==> src/rtl/fmad_resq.sv <==
// fmad_resq: show-ahead result queue behind an fmad unit.
// It captures each rising edge of fmadDone into a power-of-two ring buffer.
// It tracks one in-flight issue so the upstream knows when a slot is reserved.
// The head entry is presented at full width and signed-saturated to WIDTH bits.
module fmad_resq #(
  parameter int unsigned WIDTH = 8,
  parameter int unsigned DEPTH = 4
) (
  input  logic                       clock,
  input  logic                       reset,
  input  logic                       start,
  input  logic                       fmadDone,
  input  logic [2*WIDTH-1:0]         fmadOut,
  output logic                       issueOk,
  output logic                       resValid,
  input  logic                       resReady,
  output logic [2*WIDTH-1:0]         resData,
  output logic [WIDTH-1:0]           resNarrow,
  output logic                       resSat,
  output logic [$clog2(DEPTH+1)-1:0] count,
  output logic                       overflow
);

  localparam int unsigned PtrW = $clog2(DEPTH);
  localparam int unsigned CntW = $clog2(DEPTH + 1);
  localparam logic [CntW-1:0] Full = CntW'(DEPTH);

  logic [2*WIDTH-1:0] mem [DEPTH];
  logic [PtrW-1:0]    headQ;
  logic [PtrW-1:0]    tailQ;
  logic [CntW-1:0]    countQ;
  logic               overflowQ;
  logic               inFlightQ;
  logic               doneQ;

  logic               capture;
  logic               pop;
  logic               full;
  logic               push;
  logic               drop;
  logic [2*WIDTH-1:0] headData;
  logic               inRange;

  assign capture = fmadDone & ~doneQ;
  assign full    = (countQ == Full);
  assign pop     = resValid & resReady;
  // A pop in the same cycle frees the slot, so a capture at full still lands.
  assign push    = capture & (~full | pop);
  assign drop    = capture & full & ~pop;

  assign resValid = (countQ != '0);
  assign count    = countQ;
  assign overflow = overflowQ;
  assign issueOk  = ~inFlightQ & ~full;
  assign headData = mem[headQ];
  assign resData  = headData;

  // Control state: pointers, occupancy, sticky overflow, in-flight and done history.
  always_ff @(posedge clock) begin
    if (reset) begin
      headQ     <= '0;
      tailQ     <= '0;
      countQ    <= '0;
      overflowQ <= 1'b0;
      inFlightQ <= 1'b0;
      // Treat done as already high so a level held across reset is not captured.
      doneQ     <= 1'b1;
    end else begin
      doneQ <= fmadDone;
      if (push) tailQ <= tailQ + 1'b1;
      if (pop)  headQ <= headQ + 1'b1;
      if (push && !pop) begin
        countQ <= countQ + 1'b1;
      end else if (!push && pop) begin
        countQ <= countQ - 1'b1;
      end
      if (drop) overflowQ <= 1'b1;
      // Set has priority over the clear from a same-cycle capture.
      if (start) begin
        inFlightQ <= 1'b1;
      end else if (capture) begin
        inFlightQ <= 1'b0;
      end
    end
  end

  // Entry storage; contents are only meaningful below the count, so no reset.
  always_ff @(posedge clock) begin
    if (push) mem[tailQ] <= fmadOut;
  end

  // The head fits WIDTH bits exactly when its top WIDTH+1 bits are all equal.
  assign inRange = (&headData[2*WIDTH-1:WIDTH-1]) | ~(|headData[2*WIDTH-1:WIDTH-1]);

  // Signed saturation of the head, forced to zero while the queue is empty.
  always_comb begin
    resNarrow = '0;
    resSat    = 1'b0;
    if (resValid) begin
      if (inRange) begin
        resNarrow = headData[WIDTH-1:0];
      end else begin
        resSat    = 1'b1;
        resNarrow = headData[2*WIDTH-1] ? {1'b1, {(WIDTH-1){1'b0}}}
                                        : {1'b0, {(WIDTH-1){1'b1}}};
      end
    end
  end

endmodule

==> config.mk <==
export PLATFORM = sky130hd
export DESIGN_NAME = fmad_resq
export DESIGN_NICKNAME = d
export VERILOG_FILES = /design/src/rtl/fmad_resq.sv
export SDC_FILE = /design/constraint.sdc
export NUM_CORES = 1
export LEC_CHECK = 0
export BUFFER_PORTS_ARGS = -buffer_cell sky130_fd_sc_hd__buf_4
export CAP_MARGIN = 5
export CORE_MARGIN = 3
export CORE_UTILIZATION = 43
export DETAILED_ROUTE_END_ITERATION = 8
export PLACE_DENSITY = 0.67
export SLEW_MARGIN = 20
export SYNTH_ARGS = -nofsm -noshare
export SYNTH_HDL_FRONTEND = slang
export SYNTH_SLANG_ARGS = --single-unit
==> constraint.sdc <==
create_clock -name clock -period 3.1 [get_ports clock]
set_input_delay 0.31 -clock clock [delete_from_list [all_inputs] [get_ports clock]]
set_output_delay 0.31 -clock clock [all_outputs]
set_load 0.01 [all_outputs]
Word-level counts from Yosys, hierarchy flattened
Memory sizes are Yosys's and may differ from the RTL's. A register that Yosys moved wholly into a read port is not among the register bits.
Cells that the tools add are included.
Word-level totals
  register bits: 10
  bits in latches: 0
  memory bits (writable): 64
  ROM bits: 0
  output and inout port bits: 31
  word-level logic and storage cells: 47
  memories kept: 1
Cells by class
  $add $sub $neg: 4
  $mul: 0
  divide/modulo/power cells: 0
  magnitude comparators: 0
  eq/ne operators: 1
  shift operators: 0
  mux-type cells: 13
  bitwise gates (word level): 13
  reduce and logical (&&, ||, !) cells: 9
Memories
  mem: depth 4, width 16, rd ports 1, clocked after memory_dff 1, write ports 1, RTL line 28  | logic [2*WIDTH-1:0] mem [DEPTH];
Operator list (number)
  $mux W8: 3
  $reduce_and A9 Y1: 1
  $reduce_or A9 Y1: 1
  $and A1 B1 Y1: 6
  $mux W1: 6
  $mux W3: 2
  $not A1 Y1: 5
  $add A2 B1 Y2 const B: 2
  $mux W2: 2
  $reduce_bool A2 Y1: 2
  $add A3 B1 Y3 const B: 1
  $eq A3 B3 Y1 const B: 1
  $reduce_bool A3 Y1: 1
  $sub A3 B1 Y3 const B: 1
  $logic_and A1 B1 Y1: 2
  $logic_not A1 Y1: 2
  $or A1 B1 Y1: 2

Depth between registers and ports, before layout
Gate-level depths: netlist of the first run.
  word-level depth: 8
  depth in mapped cells: 9
  mapped depth without buffers: 9

Least setup slack after synthesis of the first run
Ideal clock, no wire load.
  path kind: register -> register
  start: register countQ[1], in the netlist count[1]
  end: register countQ[2], in the netlist count[2]
  setup time: 0.071 ns
  arrival time: 2.306 ns
  data required time: 3.029 ns
  setup slack: 0.723 ns
  cell stages (with the launch flop): 10
  path buffers: 0
  path through: dfxtp_1 nor3_2 inv_2 nand2_1 ha_1 inv_1 fa_1 xor2_1 or3_1 a21oi_1
Between the ends
  longest elaborated chain between the ends: 7
  elaborated cells on any way between the ends: 15
RTL lines
  start: declaration: RTL line 31  | logic [CntW-1:0] countQ;
  start signal: assignment: RTL line 73  | countQ <= countQ + 1'b1;
  start signal: assignment: RTL line 75  | countQ <= countQ - 1'b1;
  $reduce_bool A3 Y1 (*): RTL line 51  | assign resValid = (countQ != '0);
  named net resValid: RTL line 15  | output logic resValid,
  $and A1 B1 Y1 (*): RTL line 46  | assign pop = resValid & resReady;
  $or A1 B1 Y1: RTL line 48  | assign push = capture & (~full | pop);
  $and A1 B1 Y1: RTL line 48
  $logic_not A1 Y1: RTL line 74  | end else if (!push && pop) begin
  $logic_and A1 B1 Y1: RTL line 74
  $reduce_bool A2 Y1 (no source line)
The timed path passes the listed nets; every way through them passes the cells marked *. The select of a mux whose other input is x is not followed.
A chain may end at the register's enable or synchronous reset.

==> results.ini, run 1 <==
[synthesis]
synth_edf_count=64
synth_seq_area_share_pct=70.56
synth_mux_area_share_pct=13.27
synth_compound_gate_area_share_pct=4.002
synth_most_common_cell=edfxtp_1
netlist_area_mm2=0.003064
ys_seq_elements=76
synthCells=165
synth_area_per_cell_um2=18.57
ys_top_cells_by_area=edfxtp_1, dfxtp_1, mux4_2
syn-num-nets=192
yosys-top-cells-count=edfxtp_1, dfxtp_1, nor2_1, mux4_2
yosys.area_share.simple_pct=5.594
synth_top_family_by_area=multiplexers
ys_warn_count=0
synth_top_cell_area_share_pct=62.72
synth_cell_type_count=34
synth-adder-area-share_pct=2.695
yosys.area.top_type=edfxtp_1
synth_flop_cell=edfxtp_1
synth_xor_area_share_pct=1.429
async_flop_share_pct=0

[final_layout]
areaGrowthSynthToFinish_pct=25.40
fin_nets=257
fin_area_mm2=0.003842
n_antenna_cell=0
nFillCells=553
drive_above_1_share_pct=39.74
finalNonFillerCells=330
utilization_pct=55.94

[setup_path]
crit_arrival_ns=2.46
critPathKind=reg -> out
crit_path_end_kind=output port
critPathRequiredTime_ns=2.79
crit_family=flip-flops
crit_slowest_cell=dfxtp_1
reg2reg_slack_ns=0.74
cp_max_fo=9
critPathMaxStageDelay_ns=0.64
crit_buf_inv=1
crit_path_start_kind=register
worstPathCellList=mux4_2 > nor4_2 > a21o_4 > o22ai_1 > buf_4

[global_route]
grt_util_met3_pct=4.333
grt_start_max_net_pins=17
grt_first_pass_wirelength_um=9004
grt_busiest_layer=met2
grtUsageTotal_pct=14.73
grt_antenna_before_repair=0
met1_usage_pct=18.10
overflow=0
grt_pass1_vias=1697
grt_util_met2_pct=24.21

[sta]
period_needed_ns=2.772
finalSetupTns_ns=0
slew_violations=0
rsz0062_at_grt=false
period_share_pct=89.43
setup_viol=0
tightest_slew_ns=0.5918
maxSlewHeadroom_pct=60.49
fmax_mhz=360.7
finalClockSkew_ns=0.009283
final_hold_viol_count=0

[placed_design]
hpwl_um=3810
portBuffers=51
place_inst=315
place_area_mm2=0.003582
gp_congestion=0.6900

[route]
route.detailed.drc=0
vias_per_cell=4.985
vias=1645
drt_pass1_iterations=4
drt-initial-drc-count=88
routed_wl_um=5622
wl_per_cell_um=17.04
ant_nets=0

[clock_network]
clockBufferDepth=2
cts_tree=built
post_cts_buffers=0
clock_latency_ns=0.35
cts_inserted_buffers=9
clk_pin_slew_ns=0.08
root_buffer=clkbuf_8
cts_resized=0
cts_hold_buf=0
cts_sinks=76
htree_levels=3

[pwr]
netSwitchingFraction_pct=29.35
switchingPower_w=0.0009687
seqPwrFrac_pct=37.6
leakage_nw=1.396
powerDensity_mw_per_mm2=858.8
p_int_w=0.002331
peakVddDrop_v=0.0003376
p_comb_share_pct=33.0
clkPwrFrac_pct=29.4

[floorplanning]
rows=30
io_pins=52
die_area_mm2=0.008175
die_y_um=90.42
die_w_um=90.42
start_util_pct=44.61
core_mm2=0.006869

[hold_path]
hold_path.class=in -> reg

[run_status]
status=completed

[flow_run]
maxCapViolations=0

[cell usage in the layout, fill, tap and decap left out]
cell type / count
xor2_1: 4
edfxtp_1: 64
mux2i_1: 2
and2_1: 5
nor2_1: 11
or3_1: 1
nor4_2: 2
o22ai_1: 4
o21a_2: 1
buf_4: 59
bufinv_16: 4
o21ai_0: 2
inv_6: 1
nor3_2: 1
a31oi_1: 1
mux4_1: 7
clkbuf_8: 9
ha_1: 5
nor4b_1: 1
inv_2: 1
fa_1: 1
nand3_1: 1
nand2b_1: 1
xnor2_1: 1
mux4_2: 9
dfxtp_1: 12
clkinvlp_4: 1
inv_1: 7
nand2_1: 5
a21oi_1: 4
nand4_1: 2
a211oi_2: 3
a21o_4: 1
or2_2: 1
[power groups by stage]
stage / clock [W] / sequential, W / combinational [W]
finish: 0.000970 / 0.00124 / 0.00109
floorplan: 0 / 0.00123 / 0.000672
CTS: 0.000983 / 0.00125 / 0.00110
global route: 0.00104 / 0.00126 / 0.00117
detailed placement: 0 / 0.00127 / 0.00110
global placement: 0 / 0.00127 / 0.00108
[routing by layer]
layer  part of all wire, %  vias to the layer above
met5                     0                        -
met2                    51                       41
met1                    42                      818
met4                   1.7                        0
li1                      -                      777
met3                   4.7                        9
[layout make-up]
cell class                      count  area, um2  area share [%]
Sequential cell                    76       2162           56.27
Clock inverter                      6      136.4           3.549
Tap cell                           96      120.1           3.126
Clock buffer                        9      123.9           3.224
Timing Repair Buffer               59      442.9           11.53
Inverter                            8      30.03          0.7815
Multi-Input combinational cell     76      827.0           21.52
[logic make-up after synthesis]
kind of cell             Yosys count
AO/OA/AOI/OAI                     16
XOR/XNOR                           5
adder cells (fa/ha/maj)            6
buffers and inverters             13
flip-flops                        76
multiplexers                      18
AND/OR/NAND/NOR                   31
[flip-flops by register name, indices dropped and copies added (netlist names), named ones only]
register	count
count	3
doneQ	1
headQ	2
mem	64
tailQ	2
inFlightQ	1
overflow	1
[metrics by stage]
step                power (W)  hold WS (ns)  setup WS [ns]
floorplan            0.001904        0.4089         0.7229
global placement     0.002346        0.4506         0.6814
detailed placement   0.002366        0.4761         0.6596
CTS                  0.003330        0.1483         0.2719
global route         0.003466        0.1465         0.1226
finish               0.003300        0.1613         0.3277
[final timing paths]
kind                    startpoint                     to  depth (start not counted)
min                     fmadOut[0]    mem[3][0]$_DFFE_PP_                          1
min reg2reg  overflow$_SDFFE_PP0P_  overflow$_SDFFE_PP0P_                          2
max reg2reg  count[0]$_SDFFE_PP0P_  count[2]$_SDFFE_PP0P_                          8
max                       register           resNarrow[5]                          5
Note: power is estimated with default switching activity, not from simulation.
==> run 2, diff against run 1 <==
--- a/config.mk
+++ b/config.mk
@@ -5,12 +5,14 @@
 export SDC_FILE = /design/constraint.sdc
 export NUM_CORES = 1
 export LEC_CHECK = 0
-export BUFFER_PORTS_ARGS = -buffer_cell sky130_fd_sc_hd__buf_4
 export CAP_MARGIN = 5
+export CELL_PAD_IN_SITES_DETAIL_PLACEMENT = 1
+export CELL_PAD_IN_SITES_GLOBAL_PLACEMENT = 2
 export CORE_MARGIN = 3
 export CORE_UTILIZATION = 43
 export DETAILED_ROUTE_END_ITERATION = 8
-export PLACE_DENSITY = 0.67
+export DONT_BUFFER_PORTS = 1
+export PLACE_DENSITY = 0.77
 export SLEW_MARGIN = 20
 export SYNTH_ARGS = -nofsm -noshare
 export SYNTH_HDL_FRONTEND = slang
==> results.ini, run 2 (synthesized netlist as in run 1, its figures left out) <==
[pwr]
powerDensity_mw_per_mm2=814.7  ; -5.1%
leakage_nw=1.110  ; -20%
p_int_w=0.001832  ; -21%
netSwitchingFraction_pct=33.47  ; +4.1 points
switchingPower_w=0.0009219  ; -4.8%
clkPwrFrac_pct=26.2  ; -3.2 points
seqPwrFrac_pct=45.7  ; +8.1 points
peakVddDrop_v=0.0002938  ; -13%
p_comb_share_pct=28.1  ; -4.9 points

[placed_design]
portBuffers=0  ; -100%
gp_congestion=0.6774  ; -1.8%
place_area_mm2=0.003192  ; -11%
hpwl_um=4032  ; +5.8%

[final_layout]
regArea_mm2=0.002162  ; unchanged
final_common_cell=edfxtp_1
mostFrequentLayoutCells=edfxtp_1, dfxtp_1, nor2_1
areaGrowthSynthToFinish_pct=10.33
n_antenna_cell=0  ; unchanged
drive_above_1_share_pct=22.53  ; -17 points
utilization_pct=49.22  ; -6.7 points
fin_nets=205  ; -20%
nFillCells=642  ; +16%
top_register=mem
fin_area_mm2=0.003381  ; -12%
multi_input_area_um2=827.0  ; unchanged
largest_reg_flops=64  ; unchanged

[route]
wl_per_cell_um=21.02  ; +23%
ant_nets=0  ; unchanged
route.detailed.drc=0  ; unchanged
vias=1503  ; -8.6%
drt_pass1_iterations=4  ; unchanged
drt-initial-drc-count=72  ; -18%
vias_per_cell=5.406  ; +8.5%
routed_wl_um=5844  ; +3.9%

[global_route]
grtUsageTotal_pct=15.19  ; +0.46 points
grt_antenna_before_repair=0  ; unchanged
grt_start_max_net_pins=17  ; unchanged
grt_pass1_vias=1710  ; +0.77%
overflow=0  ; unchanged
grt_first_pass_wirelength_um=9252  ; +2.8%

[clock_network]
cts_tree=built
root_buffer=clkbuf_8
cts_hold_buf=0  ; unchanged
post_cts_buffers=0  ; unchanged
cts_inserted_buffers=9  ; unchanged
cts_sinks=76  ; unchanged
htree_levels=3  ; unchanged
clockBufferDepth=2  ; unchanged
clock_latency_ns=0.34  ; about the same
clk_pin_slew_ns=0.08  ; about the same
cts_resized=0  ; unchanged

[sta]
tightest_slew_ns=0.6181  ; +0.02628 ns
slew_violations=0  ; unchanged
rsz0062_at_grt=false
period_share_pct=89.38  ; about the same
setup_viol=0  ; unchanged
final_hold_viol_count=0  ; unchanged
fmax_mhz=360.9  ; about the same
finalClockSkew_ns=0.009772  ; +0.0004897 ns
maxSlewHeadroom_pct=58.74  ; -1.8 points
finalSetupTns_ns=0  ; unchanged
period_needed_ns=2.771  ; -0.001576 ns

[floorplanning]
start_util_pct=44.61  ; unchanged
die_w_um=90.42  ; unchanged
die_area_mm2=0.008175  ; unchanged
rows=30  ; unchanged
io_pins=52  ; unchanged
core_mm2=0.006869  ; unchanged
die_y_um=90.42  ; unchanged

[setup_path]
crit_path_end_kind=output port
cp_max_fo=10  ; +1
crit_arrival_ns=2.46  ; about the same
critPathRequiredTime_ns=2.79  ; about the same
critPathKind=reg -> out
crit_path_start_kind=register

[flow_run]
maxCapViolations=0  ; unchanged

[run_status]
status=completed

[hold_path]
hold_path.class=in -> reg

-- run 2: changes by cell type in the layout (fill, tap and decap cells not counted), sizes merged --
cell | before | now
bufinv | 4 | 1
buf | 59 | 7
clkinv | 0 | 3
-- run 2: final timing paths --
check | depth (start not counted) | to | slack, ns | from
max reg2reg | 8 | count[2]$_SDFFE_PP0P_ | 0.56 | count[0]$_SDFFE_PP0P_
min reg2reg | 2 | inFlightQ$_SDFFE_PP0P_ | 0.50 | inFlightQ$_SDFFE_PP0P_
min | 1 | overflow$_SDFFE_PP0P_ | 0.03 | reset
max | 4 | resNarrow[3] | 0.33 | register
-- run 2: through the flow --
step / setup slack [ns] / hold WS (ns) / cells / total power [W]
final: 0.3293 / 0.02837 / 278 / 0.002754
after global routing: 0.1359 / 0.008574 / 278 / 0.002873
after CTS: 0.2743 / 0.02220 / 278 / 0.002775
after detailed placement: 0.5641 / 0.3879 / 263 / 0.002060
after global placement: 0.7049 / 0.3822 / 263 / 0.002025
after floorplan: 0.7229 / 0.4089 / 165 / 0.001904
-- run 2: worst max-delay path: stages, from the launching register on --
cell and delay, ns:
dfxtp_1 0.72, mux4_2 0.65, nor4_2 0.36, a21o_4 0.23, o22ai_1 0.15
-- run 2: layer usage --
metal	vias up	share of wire (%)	GRT usage [%]
met2	30	54	26.63
met5	-	0	0
met4	0	1.2	5.740
met3	7	6.1	6.083
met1	790	38	16.48
li1	676	-	-
-- run 2: power by group through the flow --
| stage | logic [W] | registers (W) | clock network (W) |
|---|---|---|---|
| floorplan | 0.000672 | 0.00123 | 0 |
| global placement | 0.000746 | 0.00128 | 0 |
| detailed placement | 0.000773 | 0.00129 | 0 |
| CTS | 0.000778 | 0.00127 | 0.000732 |
| global route | 0.000819 | 0.00127 | 0.000779 |
| finish | 0.000774 | 0.00126 | 0.000721 |
-- run 2: cell type report --
| type | instances | area share [%] |
|---|---|---|
| clock inverters | 6 | 1.925 |
| clock buffers | 9 | 3.664 |
| well taps | 96 | 3.553 |
| repair buffers | 7 | 1.554 |
| inverters | 8 | 0.8882 |
| multi-input cells | 76 | 24.46 |
| flip-flops and latches | 76 | 63.95 |
==> run 3, diff against run 2 <==
--- a/config.mk
+++ b/config.mk
@@ -12,7 +12,7 @@
 export CORE_UTILIZATION = 43
 export DETAILED_ROUTE_END_ITERATION = 8
 export DONT_BUFFER_PORTS = 1
-export PLACE_DENSITY = 0.77
+export PLACE_DENSITY_LB_ADDON = 0.1
 export SLEW_MARGIN = 20
 export SYNTH_ARGS = -nofsm -noshare
 export SYNTH_HDL_FRONTEND = slang
==> results.ini, run 3 (synthesized netlist as in run 1, its figures left out) <==
[run_status]
status=completed

[pwr]
switchingPower_w=0.0009005  ; -2.3%
p_comb_share_pct=27.8  ; -0.3 points
leakage_nw=1.123  ; +1.2%
netSwitchingFraction_pct=31.93  ; -1.5 points
p_int_w=0.001920  ; +4.8%
peakVddDrop_v=0.0003334  ; +13%
powerDensity_mw_per_mm2=828.4  ; +1.7%
clkPwrFrac_pct=27.7  ; +1.5 points
seqPwrFrac_pct=44.5  ; -1.2 points

[placed_design]
gp_congestion=0.7147  ; +5.5%
portBuffers=0  ; unchanged
hpwl_um=3955  ; -1.9%
place_inst=264  ; +0.38%
place_ws_ns=0.5980  ; +0.03388 ns
place_area_mm2=0.003199  ; +0.24%

[clock_network]
clk_pin_slew_ns=0.08  ; about the same
cts_inserted_buffers=9  ; unchanged
clockBufferDepth=2  ; unchanged
cts_sinks=76  ; unchanged
cts_resized=0  ; unchanged
clock_latency_ns=0.34  ; about the same
htree_levels=3  ; unchanged
cts_hold_buf=0  ; unchanged
cts_tree=built
post_cts_buffers=0  ; unchanged
root_buffer=clkbuf_8

[floorplanning]
die_w_um=90.42  ; unchanged
io_pins=52  ; unchanged
start_util_pct=44.61  ; unchanged
die_y_um=90.42  ; unchanged
core_mm2=0.006869  ; unchanged
die_area_mm2=0.008175  ; unchanged
rows=30  ; unchanged

[global_route]
grtUsageTotal_pct=15.22  ; +0.033 points
grt_antenna_before_repair=0  ; unchanged
grt_start_max_net_pins=17  ; unchanged
grt_pass1_vias=1642  ; -4.0%
grt_first_pass_wirelength_um=9177  ; -0.81%
overflow=0  ; unchanged

[setup_path]
cp_max_fo=8  ; -2
crit_arrival_ns=2.49  ; +0.03 ns
crit_path_start_kind=register
r2r_end=count[2]$_SDFFE_PP0P_
reg2regPathDepth=8  ; unchanged
r2r-start=count[1]$_SDFFE_PP0P_
reg2reg_slack_ns=0.59  ; +0.03 ns
critPathRequiredTime_ns=2.79  ; about the same
crit_path_end_kind=output port
critPathKind=reg -> out

[final_layout]
final_common_cell=edfxtp_1
drive_above_1_share_pct=21.86  ; -0.67 points
top_register=mem
mostFrequentLayoutCells=edfxtp_1, dfxtp_1, nor2_1
areaGrowthSynthToFinish_pct=11.11
fin_nets=206  ; +0.49%
fin_area_mm2=0.003405  ; +0.70%
n_antenna_cell=0  ; unchanged
finalNonFillerCells=279  ; +0.36%
largest_reg_flops=64  ; unchanged

[sta]
setup_viol=0  ; unchanged
worst_slack_ns=0.2962  ; -0.03310 ns
slew_violations=0  ; unchanged
whs_ns=0.03119  ; +0.002827 ns
tightest_slew_ns=0.5303  ; -0.08778 ns
fmax_mhz=356.7  ; -1.2%
rsz0062_at_grt=false
finalClockSkew_ns=0.006912  ; -0.002861 ns
period_needed_ns=2.804  ; +0.03310 ns
finalSetupTns_ns=0  ; unchanged
maxSlewHeadroom_pct=64.60  ; +5.9 points
period_share_pct=90.45  ; +1.1 points
final_hold_viol_count=0  ; unchanged

[hold_path]
hold_path_depth=1  ; unchanged
hold_path.class=in -> reg
hold_start=reset
whs_endpoint=count[2]$_SDFFE_PP0P_

[flow_run]
maxCapViolations=0  ; unchanged

[route]
vias_per_cell=5.362  ; -0.82%
drt-initial-drc-count=137  ; +90%
vias=1496  ; -0.47%
routed_wl_um=5812  ; -0.55%
ant_nets=0  ; unchanged
drt_pass1_iterations=4  ; unchanged
wl_per_cell_um=20.83  ; -0.90%
route.detailed.drc=0  ; unchanged

[run 3: how the worst max path moves through the flow]
| stage | from | to | cells past startpoint |
|---|---|---|---|
| final | register | resNarrow[4] | 5 |
| after global routing | register | resNarrow[4] | 5 |
| after CTS | register | resNarrow[4] | 5 |
| after detailed placement | count[0]$_SDFFE_PP0P_ | count[2]$_SDFFE_PP0P_ | 8 |
| after global placement | register | resNarrow[4] | 5 |
| after floorplan | count[1]$_SDFFE_PP0P_ | count[2]$_SDFFE_PP0P_ | 9 |
[run 3: layout make-up]
| type | count | area, um2 |
|---|---|---|
| inverter | 8 | 30.03 |
| timing repair buffer | 8 | 60.06 |
| clock inverter | 5 | 77.57 |
| multi-input combinational | 76 | 827.0 |
| sequential | 76 | 2162 |
| tap | 96 | 120.1 |
| clock buffer | 10 | 127.6 |
| fill | 642 | 3465 |
[run 3: worst max-delay path: stages (launching register included)]
cell and delay (ns):
dfxtp_1 0.60, buf_4 0.24, mux4_2 0.58, nor4_2 0.34, a21o_4 0.24, o22ai_1 0.16
[run 3: per-stage QoR]
stage          total power, W  util [%]
2_1_floorplan        0.001904         -
3_3_place_gp         0.002062     46.58
3_5_place_dp         0.002084     46.58
4_1_cts              0.002873     49.56
5_1_grt              0.002974     49.56
6_report             0.002820     49.56
[run 3: power by group through the flow]
stage / clock (W) / combinational [W] / sequential [W]
6_report: 0.000782 / 0.000783 / 0.00126
5_1_grt: 0.000853 / 0.000854 / 0.00127
4_1_cts: 0.000811 / 0.000803 / 0.00126
3_5_place_dp: 0 / 0.000803 / 0.00128
3_3_place_gp: 0 / 0.000787 / 0.00127
2_1_floorplan: 0 / 0.000672 / 0.00123
[run 3: layer usage]
layer	up-vias	routed length (um)	GRT usage [%]
met2	41	2943	24.46
met1	769	2395	17.87
li1	678	-	-
met3	8	385	5.583
met5	-	0	0
met4	0	87	8.036
